--- src/rtl/onehot_q2_pkg.sv ---
`default_nettype none
// ============================================================================
//  Module  : onehot_q2_pkg
//  Purpose : Shared constants, control-state type and helpers for the
//            six-state one-hot sequencer (states A..F).
//  Ports   : none (package)
//  Revision: 1.0  initial release
// ============================================================================
package onehot_q2_pkg;

  // Bit positions of each state inside the one-hot vector
  localparam int S_A = 0;
  localparam int S_B = 1;
  localparam int S_C = 2;
  localparam int S_D = 3;
  localparam int S_E = 4;
  localparam int S_F = 5;

  localparam logic [5:0] ST_RESET = 6'b000001;

  typedef enum logic [0:0] {
    RUN     = 1'b0,
    RECOVER = 1'b1
  } ctrl_t;

  function automatic logic is_onehot(input logic [5:0] v);
    return ($countones(v) == 1);
  endfunction

endpackage
`default_nettype wire

--- src/rtl/onehot_q2_next.sv ---
`default_nettype none
// ============================================================================
//  Module  : onehot_q2_next
//  Purpose : Combinational one-hot next-state equations for states A..F.
//  Ports   : y [5:0] in  - current one-hot state (y[0]=A .. y[5]=F)
//            w       in  - FSM input
//            next_y  out - next-state vector
//  Revision: 1.0  initial release
// ============================================================================
module onehot_q2_next
  import onehot_q2_pkg::*;
(
  input  logic [5:0] y,
  input  logic       w,
  output logic [5:0] next_y
);

  // Each next-state bit ORs together the states that enter it on the given w.
  // Non-one-hot inputs simply produce whatever these equations give.
  always_comb begin
    next_y[S_A] = (y[S_A] | y[S_D]) & ~w;
    next_y[S_B] = y[S_A] & w;
    next_y[S_C] = (y[S_B] | y[S_F]) & w;
    next_y[S_D] = (y[S_B] | y[S_C] | y[S_E] | y[S_F]) & ~w;
    next_y[S_E] = (y[S_C] | y[S_E]) & w;
    next_y[S_F] = y[S_D] & w;
  end

endmodule
`default_nettype wire

--- src/rtl/onehot_q2_sequencer.sv ---
`default_nettype none
// ============================================================================
//  Module  : onehot_q2_sequencer
//  Purpose : Registered controller around the one-hot next-state datapath.
//            Advances y one step per accepted handshake, supports a direct
//            state load, and recovers non-one-hot states back to A after a
//            fixed delay.
//  Ports   : clk, reset (sync, active-high)
//            step_valid/step_ready/w - step handshake and FSM input
//            load_valid/load_state   - raw state overwrite
//            y, z, Y1, Y3            - state and derived outputs
//            illegal                 - y not one-hot or recovering
//            step_cnt, illegal_cnt   - saturating event counters
//  Revision: 1.0  initial release
// ============================================================================
module onehot_q2_sequencer
  import onehot_q2_pkg::*;
#(
  parameter int CNT_W          = 16,
  parameter int RECOVER_CYCLES = 2
) (
  input  logic             clk,
  input  logic             reset,
  input  logic             step_valid,
  output logic             step_ready,
  input  logic             w,
  input  logic             load_valid,
  input  logic [5:0]       load_state,
  output logic [5:0]       y,
  output logic             z,
  output logic             Y1,
  output logic             Y3,
  output logic             illegal,
  output logic [CNT_W-1:0] step_cnt,
  output logic [CNT_W-1:0] illegal_cnt
);

  // Recovery countdown width; at least one bit even when RECOVER_CYCLES==1
  localparam int              RW        = (RECOVER_CYCLES > 1) ? $clog2(RECOVER_CYCLES) : 1;
  localparam logic [RW-1:0]    RCNT_INIT = RW'(RECOVER_CYCLES - 1);
  localparam logic [CNT_W-1:0] CNT_MAX   = '1;

  ctrl_t             ctrl, ctrl_nxt;
  logic [RW-1:0]     rcnt, rcnt_nxt;
  logic [5:0]        y_nxt;
  logic [5:0]        y_step;
  logic [CNT_W-1:0]  step_cnt_nxt, illegal_cnt_nxt;
  logic              onehot_ok;

  onehot_q2_next u_next (
    .y      (y),
    .w      (w),
    .next_y (y_step)
  );

  assign onehot_ok  = is_onehot(y);
  assign step_ready = (ctrl == RUN) & onehot_ok & ~load_valid;
  assign illegal    = ~onehot_ok | (ctrl == RECOVER);
  assign z          = y[S_E] | y[S_F];
  assign Y1         = y_step[S_B];
  assign Y3         = y_step[S_D];

  always_ff @(posedge clk) begin
    if (reset) begin
      ctrl        <= RUN;
      rcnt        <= '0;
      y           <= ST_RESET;
      step_cnt    <= '0;
      illegal_cnt <= '0;
    end else begin
      ctrl        <= ctrl_nxt;
      rcnt        <= rcnt_nxt;
      y           <= y_nxt;
      step_cnt    <= step_cnt_nxt;
      illegal_cnt <= illegal_cnt_nxt;
    end
  end

  always_comb begin
    ctrl_nxt        = ctrl;
    rcnt_nxt        = rcnt;
    y_nxt           = y;
    step_cnt_nxt    = step_cnt;
    illegal_cnt_nxt = illegal_cnt;
    unique case (ctrl)
      RUN: begin
        // A bad state outranks both load and step: y is held until recovery
        if (!onehot_ok) begin
          ctrl_nxt = RECOVER;
          rcnt_nxt = RCNT_INIT;
          if (illegal_cnt != CNT_MAX) illegal_cnt_nxt = illegal_cnt + 1'b1;
        end else if (load_valid) begin
          y_nxt = load_state;
        end else if (step_valid) begin
          y_nxt = y_step;
          if (step_cnt != CNT_MAX) step_cnt_nxt = step_cnt + 1'b1;
        end
      end
      RECOVER: begin
        if (rcnt != '0) begin
          rcnt_nxt = rcnt - 1'b1;
        end else begin
          y_nxt    = ST_RESET;
          ctrl_nxt = RUN;
        end
      end
    endcase
  end

endmodule
`default_nettype wire

--- config.mk ---
export PLATFORM = sky130hd
export DESIGN_NAME = onehot_q2_sequencer
export DESIGN_NICKNAME = d
export VERILOG_FILES = /design/src/rtl/onehot_q2_pkg.sv /design/src/rtl/onehot_q2_next.sv /design/src/rtl/onehot_q2_sequencer.sv
export SDC_FILE = /design/constraint.sdc
export NUM_CORES = 1
export LEC_CHECK = 0
export ABC_AREA = 1
export CAP_MARGIN = 25
export CORE_MARGIN = 10
export CORE_UTILIZATION = 35
export CTS_CLUSTER_DIAMETER = 40
export DETAILED_ROUTE_END_ITERATION = 16
export PLACE_DENSITY = 0.58
export RECOVER_POWER = 100
export SETUP_SLACK_MARGIN = 0.2
export SLEW_MARGIN = 5
export SYNTH_ARGS = -nofsm -noshare
export SYNTH_HDL_FRONTEND = slang
export SYNTH_SLANG_ARGS = --single-unit
--- constraint.sdc ---
create_clock -name clk -period 3.54 [get_ports clk]
set_clock_uncertainty 0.2 [all_clocks]
set_input_delay 0.354 -clock clk [delete_from_list [all_inputs] [get_ports clk]]
set_output_delay 0.354 -clock clk [all_outputs]
set_load 0.05 [all_outputs]
==> run summary <==
Fin cells = 523
Clock sinks = 40
Final setup margin = 0.1656 ns
Dominant cells by area after synthesis = dfxtp_1, nand2_1, nor2_1
Clock Path Buffers = 2
Data required time of the worst path = 2.99 ns
IO Pins = 54
WL final = 6459 um
CP max stage delay = 0.49 ns
Maximum VDD drop = 1.305 mV
Area of the mapped netlist = 2400 um^2
Crit start category = flip-flop
Number of synthesized flops with an enable pin = 0
Crit. End Element = output pin
Critical-path top delay cell = fa_1
Via density = 4.753
Slew Limit Fails = 0
Post-layout power = 2.903 mW
N_diodes = 0
FILL cells = 716
Synth Warn # = 0
Drt drc = 0
PD cells = 910.9 nW/um^2
Routed Antenna Nets = 0
Delay-heaviest family, CP = adder cells
Gr usage total = 12.65%
RSZ-0062 raised after global routing = true
Buf+Inv Stages, Crit Path = 5
TritonCTS Buffers = 5
Synth Area per Inst = 6.282 um^2
Least-Margin Pin Slew = 0.5478 ns
Synth Flop Type = dfxtp_1
Final core occ = 47.43%
Hold buffers post-CTS = 0
Final HPWL DP = 4756 um
Crit Path Max Fanout = 4
GP Congestion = 0.8451
Final Cycle Share = 95.32%
FMAX = 0.2964 GHz
Most instantiated cells after synthesis = nand2_1, nor2_1, inv_1
Starting Density = 35.72%
Fin Setup TNS = 0 ns
# setup viols final = 0
Drt pass-1 iters = 4
Initial antenna violation count = 0
Placeable Area = 6719 um^2
Largest net degree at the start of global routing = 30
Seq/Total Area, Yosys = 33.37%
Gate Count Post-Synth = 382
Worst rel slew slack = 63.47%
P_leak = 1.380 nW
Std-Cell Rows = 30
Routed via count = 2486
Vias in the first global route = 2365
CTS Root Buffer Type = clkbuf_8
Starting DRT DRC Count = 97
Final Hold Fails = 0
Die Span X = 102.8 um
Share of layout cells above drive strength 1 = 8.126%
Area Growth Syn to Fin = 32.79%
Max cap viols = 0
Synth area leader = dfxtp_1
Top-count cell post-synth = nand2_1
Total gr overflow = 0
Post-DP Area = 3034 um^2
Place WS = 0.1828 ns
Status = finished clean
Final hold slack = 0.2982 ns
Clock slew at reported path FFs = 0.08 ns
Die footprint = 10570 um^2
FF+latch count, synth = 40
Finished Cell Area = 3187 um^2
Setup CP Type = reg2out
Synth cell types = 26
IO Port Bufs = 53
Arrival time at the worst endpoint = 2.82 ns
Syn Nets = 399
CP cell instances = inv_1, fa_1, fa_1, inv_1, ha_1, fa_1, inv_1, nand3_2, inv_2, nand2_4, buf_6
# nets final = 459
Global-route wire length before repair = 10880 um
Placed cells = 508
Worst hold-check path type = reg2reg
FFs w/ async S/R, synth = 0%
Htree depth = 2
Die Span Y = 102.8 um
Crit path time final = 3.374 ns
DR WL/cell = 12.35 um
Clk_lat worst skew = 0.30 ns
Yosys top cell area share = 33.37%
CTS tree = yes
-- cell usage in the layout (no fill, tap or decap), types with 2 or more instances in the layout --
cell type,count
inv_1,42
buf_4,8
buf_12,2
o21ai_0,10
nor2_4,3
clkbuf_8,6
nand3_1,25
dfxtp_4,3
dfxtp_1,37
a21oi_1,31
nand2_1,128
nor2_1,51
fa_1,3
nand4_1,10
xnor2_1,5
xor2_1,7
ha_1,3
nand2_2,2
dlygate4sd3_1,41
clkdlybuf4s50_1,10
inv_2,4
-- cells by family after synthesis --
kind of cell | Yosys count | share of synthesized area (%)
buffers and inverters | 55 | 9.489
and+or+nand+nor | 225 | 39.15
adders and majority gates | 6 | 4.067
xor gates and xnor gates | 12 | 4.380
DFF | 40 | 33.37
AOI/OAI and AO/OA | 44 | 9.542
-- tightest hold or removal path: cells and delay by family (launching register included) --
family          cells  cell delay (ns)
simple gates        1             0.07
flops               1             0.34
compound gates      1             0.05
-- per-layer routing --
| layer | global-route usage, % | part of all wire (%) | vias to the layer above |
|---|---|---|---|
| met5 | 0 | 0 | - |
| met2 | 21.10 | 48 | 33 |
| met3 | 4.021 | 6.0 | 5 |
| li1 | - | - | 1318 |
| met4 | 4.171 | 0.62 | 0 |
| met1 | 15.03 | 45 | 1130 |
-- repair_timing --
action,4_1_cts,5_1_grt
setup endpoints to repair,4,22
resized for setup,3,4
pin swaps,3,2
setup buffers,6,1
-- sequential cells by signal, summed over array words and instances, names as in the netlist --
signal       count
rcnt             1
step_cnt        16
illegal_cnt     16
y                6
ctrl             1
-- final cells by class --
type | instances | area [um^2] | share of cell area [%]
repair buffers | 62 | 621.8 | 19.51
clock inverters | 2 | 13.76 | 0.4319
flip-flops and latches | 40 | 812.0 | 25.48
clock buffers | 6 | 82.58 | 2.591
well taps | 80 | 100.1 | 3.141
multi-input cells | 287 | 1384 | 43.42
inverters | 46 | 172.7 | 5.418
-- final timing paths --
kind / endpoint / from / cells past startpoint / slack [ns]
setup / recovery: illegal / y[3] / 11 / 0.17
setup reg to reg: step_cnt[7] / y[3] / 14 / 0.28
hold reg to reg: y[5] / y[5] / 2 / 0.30
hold / removal: y[5] / y[5] / 2 / 0.30
-- where the power goes --
group	internal (mW)	total [mW]	switching, mW
logic	0.681	1.98	1.30
clock network	0.159	0.339	0.180
registers	0.519	0.579	0.0606
total	1.36	2.90	1.54
Note: power is estimated with default switching activity, not from simulation.
